**src/rtl/trdb_pkg.sv**
```systemverilog
`default_nettype none
// +--------------------------------------------------------------------------+
// | trdb_pkg: packet format encodings and scheduler types for the trace      |
// | encoder packet path.                                   Revision: 1.0     |
// +--------------------------------------------------------------------------+
package trdb_pkg;

   typedef enum logic [1:0] {
      F_OPT_EXT    = 2'd0,
      F_DIFF_DELTA = 2'd1,
      F_ADDR_ONLY  = 2'd2,
      F_SYNC       = 2'd3
   } trdb_format_e;

   typedef enum logic [1:0] {
      SF_START   = 2'd0,
      SF_TRAP    = 2'd1,
      SF_CONTEXT = 2'd2,
      SF_SUPPORT = 2'd3
   } trdb_f_sync_subformat_e;

   typedef enum logic [1:0] {
      IDLE  = 2'd0,
      ISSUE = 2'd1,
      FLUSH = 2'd2
   } trdb_sched_state_e;

   localparam int unsigned RESYNC_MAX_DEFAULT = 256;

   // Pending-flag bit positions; a higher index means a higher priority.
   localparam int unsigned NUM_REQ     = 5;
   localparam int unsigned REQ_SUPPORT = 4;
   localparam int unsigned REQ_TRAP    = 3;
   localparam int unsigned REQ_START   = 2;
   localparam int unsigned REQ_CONTEXT = 1;
   localparam int unsigned REQ_ADDR    = 0;

   function automatic logic [3:0] encode_packet(input logic [NUM_REQ-1:0] grant,
                                                input logic               delta);
      trdb_format_e           fmt;
      trdb_f_sync_subformat_e sub;
      fmt = F_SYNC;
      sub = SF_START;
      if (grant[REQ_SUPPORT]) begin
         sub = SF_SUPPORT;
      end else if (grant[REQ_TRAP]) begin
         sub = SF_TRAP;
      end else if (grant[REQ_CONTEXT]) begin
         sub = SF_CONTEXT;
      end else if (grant[REQ_ADDR]) begin
         fmt = delta ? F_DIFF_DELTA : F_ADDR_ONLY;
      end
      return {fmt, sub};
   endfunction

endpackage
`default_nettype wire

```
**src/rtl/trdb_prio_picker.sv**
```systemverilog
`default_nettype none
// +--------------------------------------------------------------------------+
// | trdb_prio_picker: fixed-priority one-hot select of pending requests.     |
// |                                                        Revision: 1.0     |
// +--------------------------------------------------------------------------+
module trdb_prio_picker
   import trdb_pkg::*;
(
   input  logic [NUM_REQ-1:0] pending,
   output logic [NUM_REQ-1:0] grant
);

   // Scanning upward lets the highest set index overwrite any lower one.
   always_comb begin
      grant = '0;
      for (int i = 0; i < NUM_REQ; i++) begin
         if (pending[i]) begin
            grant    = '0;
            grant[i] = 1'b1;
         end
      end
   end

endmodule
`default_nettype wire

```
**src/rtl/trdb_packet_scheduler.sv**
```systemverilog
`default_nettype none
// +--------------------------------------------------------------------------+
// | trdb_packet_scheduler: holds packet requests, issues one per handshake   |
// | by fixed priority. Option macro: TRDB_PERIODIC_RESYNC_EN. Revision: 1.0  |
// +--------------------------------------------------------------------------+
module trdb_packet_scheduler
   import trdb_pkg::*;
#(
   parameter int unsigned RESYNC_MAX = RESYNC_MAX_DEFAULT
) (
   input  logic       clk_i,
   input  logic       rst_ni,
   input  logic       enable_i,
   input  logic       delta_address_i,
   input  logic       req_support_i,
   input  logic       req_trap_i,
   input  logic       req_start_i,
   input  logic       req_context_i,
   input  logic       req_addr_i,
   input  logic       ready_i,
   output logic       valid_o,
   output logic [1:0] packet_format_o,
   output logic [1:0] packet_subformat_o,
   output logic       branch_map_flush_o,
   output logic       req_merged_o,
   output logic       busy_o
);

   trdb_sched_state_e  state;
   logic               enable_q;
   logic [NUM_REQ-1:0] pending;
   logic [NUM_REQ-1:0] pending_next;
   logic [NUM_REQ-1:0] req_vec;
   logic [NUM_REQ-1:0] grant;
   logic [NUM_REQ-1:0] sel;
   logic [NUM_REQ-1:0] clr;
   logic [NUM_REQ-1:0] auto_set;
   logic               enable_rise;
   logic               handshake;
   logic               resync_set;
   logic               merge_next;

   if (RESYNC_MAX < 1) begin : g_resync_max_check
      $error("RESYNC_MAX must be at least 1");
   end

   assign req_vec     = {req_support_i, req_trap_i, req_start_i, req_context_i, req_addr_i};
   assign enable_rise = enable_i & ~enable_q;
   assign handshake   = (state == ISSUE) & ready_i;
   assign clr         = handshake ? sel : '0;

   trdb_prio_picker u_picker (
      .pending (pending),
      .grant   (grant)
   );

`ifdef TRDB_PERIODIC_RESYNC_EN
   localparam int unsigned CNT_W = $clog2(RESYNC_MAX + 1);
   logic [CNT_W-1:0] resync_cnt;

   assign resync_set = (resync_cnt == CNT_W'(RESYNC_MAX));

   // Holding while a start is already pending keeps the count from passing RESYNC_MAX.
   always_ff @(posedge clk_i or negedge rst_ni) begin
      if (!rst_ni) begin
         resync_cnt <= '0;
      end else if (enable_rise || resync_set) begin
         resync_cnt <= '0;
      end else if (handshake) begin
         if (sel[REQ_START]) begin
            resync_cnt <= '0;
         end else if (!pending[REQ_START]) begin
            resync_cnt <= resync_cnt + CNT_W'(1);
         end
      end
   end
`else
   assign resync_set = 1'b0;
`endif

   always_comb begin
      auto_set              = '0;
      auto_set[REQ_SUPPORT] = enable_rise;
      auto_set[REQ_START]   = enable_rise | resync_set;
   end

   // A flag being retired this cycle is not a merge target: a same-cycle request is new work.
   assign pending_next = enable_i ? ((pending & ~clr) | req_vec | auto_set) : '0;
   assign merge_next   = enable_i & (|(req_vec & pending & ~clr));
   assign busy_o       = (state != IDLE) | (|pending);

   always_ff @(posedge clk_i or negedge rst_ni) begin
      if (!rst_ni) begin
         enable_q     <= 1'b0;
         pending      <= '0;
         req_merged_o <= 1'b0;
      end else begin
         enable_q     <= enable_i;
         pending      <= pending_next;
         req_merged_o <= merge_next;
      end
   end

   always_ff @(posedge clk_i or negedge rst_ni) begin
      if (!rst_ni) begin
         state              <= IDLE;
         sel                <= '0;
         valid_o            <= 1'b0;
         packet_format_o    <= F_OPT_EXT;
         packet_subformat_o <= SF_START;
         branch_map_flush_o <= 1'b0;
      end else begin
         branch_map_flush_o <= 1'b0;
         case (state)
            IDLE: begin
               if (enable_i && (|pending)) begin
                  sel                                   <= grant;
                  {packet_format_o, packet_subformat_o} <= encode_packet(grant, delta_address_i);
                  valid_o                               <= 1'b1;
                  state                                 <= ISSUE;
               end
            end
            ISSUE: begin
               if (ready_i) begin
                  valid_o            <= 1'b0;
                  branch_map_flush_o <= 1'b1;
                  state              <= FLUSH;
               end
            end
            FLUSH: begin
               state <= IDLE;
            end
            default: begin
               state   <= IDLE;
               valid_o <= 1'b0;
            end
         endcase
      end
   end

endmodule
`default_nettype wire

```
**config.mk**
```make
export PLATFORM = sky130hd
export DESIGN_NAME = trdb_packet_scheduler
export DESIGN_NICKNAME = d
export VERILOG_FILES = /design/src/rtl/trdb_pkg.sv /design/src/rtl/trdb_prio_picker.sv /design/src/rtl/trdb_packet_scheduler.sv
export SDC_FILE = /design/constraint.sdc
export NUM_CORES = 1
export LEC_CHECK = 0
export ABC_AREA = 1
export CAP_MARGIN = 20
export CORE_ASPECT_RATIO = 1.1
export CORE_MARGIN = 2
export CORE_UTILIZATION = 44
export DETAILED_ROUTE_END_ITERATION = 12
export PLACE_DENSITY = 0.74
export SLEW_MARGIN = 20
export SYNTH_ARGS = -nofsm -noshare
export SYNTH_HDL_FRONTEND = slang
export SYNTH_SLANG_ARGS = --single-unit
```
**constraint.sdc**
```tcl
create_clock -name clk_i -period 1.2 [get_ports clk_i]
set_input_delay 0.12 -clock clk_i [delete_from_list [all_inputs] [get_ports clk_i]]
set_output_delay 0.12 -clock clk_i [all_outputs]
set_load 0.01 [all_outputs]
```
# After elaboration in Yosys (flattened, before gate mapping)

Cells that the tools add are included.
W data, S select, Z words.

Add/subtract/negate cells: 0
$mul: 0
Divide/modulo/power cells: 0
Magnitude comparators: 0
Eq/ne operators: 4
Shift-type cells: 0
Multiplexer cells: 23
Bitwise logic cells: 12
Reduce and logical (&&, ||, !) cells: 8

Operators by type and width:

| kind                 | number |
|---|---|
| $mux W2              | 11 |
| $and A5 B5 Y5        | 3 |
| $mux W5              | 3 |
| $or A5 B5 Y5         | 2 |
| $reduce_or A5 Y1     | 2 |
| $mux W1              | 5 |
| $not A5 Y5           | 1 |
| $mux W4              | 1 |
| $ne A2 B2 Y1 const B | 2 |
| $pmux W2 S2          | 1 |
| $reduce_and A2 Y1    | 2 |
| $and A1 B1 Y1        | 3 |
| $mux W3              | 1 |
| $pmux W1 S3          | 1 |
| $reduce_and A3 Y1    | 1 |
| $eq A2 B1 Y1 const B | 1 |
| $eq A2 B2 Y1 const B | 1 |
| $logic_not A2 Y1     | 1 |
| $not A1 Y1           | 2 |
| $reduce_bool A2 Y1   | 1 |
| $logic_and A1 B1 Y1  | 1 |
| $or A1 B1 Y1         | 1 |

Register bits after elaboration: 20
Latch bits: 0
RAM bits: 0
Bits in read-only memories: 0
Input port bits: 10
Word-level logic and storage cells: 56
Memories: 0

# Depth between registers and ports, before layout

Depth after elaboration: 9
Gate-level depth with buffers: 8
Depth with buffers taken out: 7

# Modules after synthesis

From an unflattened synthesis, not the netlist that was laid out.

Cell total of the unflattened synthesis: 110
Area total of the unflattened synthesis: 959.7 um^2

By module, submodules not included:

| module                | instances | cells an instance | area each (um^2) |
|---|---|---|---|
| trdb_packet_scheduler | 1         | 99                | 913.4 |
| trdb_prio_picker      | 1         | 11                | 46.3 |

# Worst setup path before layout

No wires, ideal clock.

Path kind: register to register
From: reg pending[3]
To: reg packet_subformat_o[0]
Library setup time: 129 ps
Arrival: 1081 ps
Slack: -10 ps
Stages on the path, launching flop included: 8
Buffers on the path: 1
Clock period less this slack: 1210 ps
Cell sequence: dfrtp_1 -> nor2_2 -> nand2_2 -> nor2_4 -> nand2_2 -> nand2_4 -> buf_8 -> o21ai_0

Longest elaborated chain between the ends: 4
Elaborated cells on any way between the ends: 7
Those cells by class: 4 x mux; 3 x reduce/logical

Ends and longest elaborated chain:

| what                   | line                         | text |
|---|---|---|
| from (decl)            | trdb_packet_scheduler.sv:31  | `logic [NUM_REQ-1:0] pending;` |
| from (signal assigned) | trdb_packet_scheduler.sv:99  | `pending <= pending_next;` |
| $mux W4                | trdb_prio_picker.sv:17       | `if (pending[i]) begin` |
| $mux W5                | trdb_prio_picker.sv:17       |  |
| $mux W2                | trdb_pkg.sv:46               | `end else if (grant[REQ_TRAP]) begin` |
| $mux W2                | trdb_pkg.sv:44               | `if (grant[REQ_SUPPORT]) begin` |
| to (signal assigned)   | trdb_packet_scheduler.sv:118 | `{packet_format_o, packet_subformat_o} <= encode_packet(grant, delta_address_i);` |
| to (decl)              | trdb_packet_scheduler.sv:23  | `output logic [1:0] packet_subformat_o,` |

Several ways; a longest one is shown, not always the timed one.
A chain may end at the register's enable or synchronous reset.

# Worst setup path after layout

From: reg pending[3]
To: out busy_o

Longest elaborated chain between the ends: 2

Ends and longest elaborated chain:

| what             | line                        | text |
|---|---|---|
| $reduce_or A5 Y1 | trdb_packet_scheduler.sv:90 | `assign busy_o = (state != IDLE) \| (\|pending);` |
| $or A1 B1 Y1     | trdb_packet_scheduler.sv:90 |  |
| to (decl)        | trdb_packet_scheduler.sv:26 | `output logic busy_o` |

Every way passes these cells.

==> flow_summary_export.csv <==
group,metric,value,unit
run_status,status,"finished, violations left",
run_status,violations,"setup timing",
flow_run,maxCapViolations,0,
drt,antenna_left,0,
drt,drt_pass1_iterations,4,
grt,grt_max_degree,21,
sta,finalMaxSlewViolations,0,
worst_setup_path,worstPathRequired,1.08,ns
sta,relSlewSlack,82.6,%
drt,drt_first_iter_violations,22,
synthesis,synth-seq-area-share,54.7,%
place,port_buffers,17,
synthesis,ys_seq_elements,20,
drt,routedWlPerCell,14.9,um
synthesis,synth-async-reset-ratio,100,%
grt,grt_overflow,0,
worst_setup_path,setup.worst_path.end_class,"primary output",
synthesis,synth_edf_count,0,
sta,rsz0062_at_grt,"true",
worst_setup_path,worstPathArrival,1.28,ns
synthesis,synth.most_common_cell,"nand2_1",
pwr,total_power,2.04,mW
synthesis,synthCells,102,
cts,clk_pin_slew,0.11,ns
cts,h-tree-depth,1,
synthesis,avgSynthCellArea,8.97,um^2
worst_setup_path,crit_slowest_cell,"dfrtp_1",
synthesis,synthDistinctLibCells,17,
drt,wl,2540,um
drt,vias,886,
worst_setup_path,crit_buf_inv,1,
worst_setup_path,crit_fanout,2,
cts,clkSinkCount,20,
sta,fin_skew,0.00464,ns
place,dp_hpwl,1430,um
worst_setup_path,cpMostUsedCell,"nor2_4",
synthesis,synth_top_area_cell,"dfrtp_1",
floorplanning,initial_core_util,46.2,%
floorplanning,die-height,51.8,um
cts,cts_buffer_depth,2,
drt,drc,0,
cts,numCtsBuffers,3,
pwr,total_leakage_power,0.678,nW
floorplanning,die_area,2460,um^2
sta,tightest_slew,0.261,ns
synthesis,synth_top_cell_area_share,54.7,%
synthesis,netlist_top_cells_area,"dfrtp_1 (55%), nand2_1 (9.4%), inv_1 (5.7%), o21ai_0 (4.9%), a21oi_1 (3.8%)",
sta,setup_slack,-0.195,ns
cts,insertion_delay,0.30,ns
cells_and_area,antenna_cells,0,
sta,setup_viol,13,
grt,grt_util_all_layers,22.0,%
worst_setup_path,r2r_slack,-0.09,ns
pwr,ir_drop,0.989,mV
cts,cts_tree,"built",
floorplanning,coreArea,1980,um^2
place,place.gp.congestion,0.835,
drt,via_per_inst,5.21,
sta,hold_violations,0,
floorplanning,ios,18,
cells_and_area,area_growth,48.2,%
worst_setup_path,crit_chain,"nor2_4, nand2_2, nor2_4, nand4_1, buf_2",
floorplanning,die_w,47.5,um
worst_setup_path,worst_setup_path_start_kind,"register",
sta,finalCriticalPeriod,1.40,ns
grt,antenna_found_initial,0,
sta,fmax,717,MHz
synthesis,synth_ff_type,"dfrtp_1",
worst_hold_path,holdCritPathClass,"in -> async",
pwr,p_per_area,1510,nW/um^2
grt,grt_pass1_vias,832,
grt,grt_pass1_wl,3690,um
sta,fin_crit_sh,116,%
cells_and_area,nets,154,
worst_setup_path,worstSetupPathType,"reg -> out",
place,place_ws,-0.295,ns
cts,clockRootBuffer,"clkbuf_4",
synthesis,syn_nets,112,
cells_and_area,drive_gt1_share,28.9,%
synthesis,syn_area,915,um^2
worst_setup_path,cpPeakStageDelay,0.43,ns
worst_setup_path,cp_top_family,"flip-flops",
floorplanning,std_cell_rows,17,
synthesis,ys_warn_count,0,
synthesis,yosys-top-cells-count,"nand2_1 (23), dfrtp_1 (20), inv_1 (14)",
==> report_power, final <==
| group | internal, mW | switching (mW) | total (mW) | leakage (nW) |
|---|---|---|---|---|
| clock | 0.117 | 0.204 | 0.321 | 0.0138 |
| combinational | 0.381 | 0.421 | 0.802 | 0.414 |
| sequential | 0.829 | 0.0927 | 0.922 | 0.250 |
| total | 1.33 | 0.718 | 2.04 | 0.678 |
==> cell families (layout without fill, tap and decap cells) <==
| kind of cell | count (synthesis) | count (layout) | share of synthesized area, % |
|---|---|---|---|
| buf+inv | 16 | 53 | 8.62 |
| simple gates | 48 | 51 | 26.1 |
| compound gates | 18 | 18 | 10.5 |
| flops | 20 | 20 | 54.7 |
==> metal layers <==
metal / vias up / track usage, % / share of wire, %
li1: 413 / - / -
met1: 424 / 27.2 / 43
met2: 37 / 35.6 / 49
met3: 12 / 3.13 / 3.7
met4: 0 / 12.0 / 3.7
met5: - / 0 / 0
==> layout by cell type, fill, tap and decap left out <==
| master | instances |
|---|---|
| a21oi_1 | 6 |
| a21oi_2 | 1 |
| buf_12 | 1 |
| buf_2 | 1 |
| buf_4 | 16 |
| buf_6 | 2 |
| clkbuf_4 | 3 |
| clkdlybuf4s50_1 | 9 |
| dfrtp_1 | 20 |
| dlygate4sd2_1 | 7 |
| inv_1 | 14 |
| nand2_1 | 22 |
| nand2_2 | 4 |
| nand2_4 | 3 |
| nand2_8 | 2 |
| nand3_1 | 4 |
| nand3_2 | 1 |
| nand4_1 | 5 |
| nor2_1 | 6 |
| nor2_2 | 1 |
| nor2_4 | 2 |
| nor3_4 | 1 |
| o21ai_0 | 7 |
| o21ai_1 | 1 |
| o21ai_2 | 2 |
| o21bai_4 | 1 |
==> state kept, by name (all words and copies together), names as in the netlist <==
| register | count |
|---|---|
| branch_map_flush_o | 1 |
| state | 2 |
| enable_q | 1 |
| sel | 5 |
| packet_format_o | 2 |
| valid_o | 1 |
| packet_subformat_o | 2 |
| req_merged_o | 1 |
| pending | 5 |
==> worst paths after layout <==
| path | end | cells past startpoint | start |
|---|---|---|---|
| min reg2reg | pending[2] | 1 | enable_q |
| min in group clk_i | enable_q | 1 | enable_i |
| max in group asynchronous | state[0] | 2 | rst_ni |
| max reg2reg | packet_format_o[1] | 7 | pending[3] |
| max | busy_o | 5 | pending[3] |
| min | req_merged_o | 2 | rst_ni |
==> metrics by stage <==
| step | utilization (%) | std cells | hold slack (ns) | setup TNS, ns | cell area (um^2) |
|---|---|---|---|---|---|
| 2_1_floorplan | - | 102 | -0.176 | -0.0378 | 915 |
| 3_3_place_gp | 59.5 | 156 | 0.435 | -1.30 | 1180 |
| 3_5_place_dp | 59.5 | 156 | 0.446 | -1.71 | 1180 |
| 4_1_cts | 65.9 | 168 | 0.157 | -0.450 | 1300 |
| 5_1_grt | 68.5 | 170 | 0.151 | -1.54 | 1360 |
| 6_report | 68.5 | 170 | 0.150 | -0.946 | 1360 |
==> final cells by class <==
class	count	area, um^2
Timing Repair Buffer	36	319
Inverter	14	52.6
Sequential cell	20	500
Tap cell	28	35.0
Clock buffer	3	22.5
Fill cell	168	623
Multi-Input combinational cell	69	425
==> repair_timing <==
item | CTS | global route
resized for setup | 16 | 9
gates cloned | 2 | 1
endpoints found under the hold margin | 0 | 0
hold buffers | 0 | 0
setup endpoints to repair | 20 | 14
setup buffers | 7 | 1
pin swaps | 4 | 9
(Power assumes the default switching activity.)
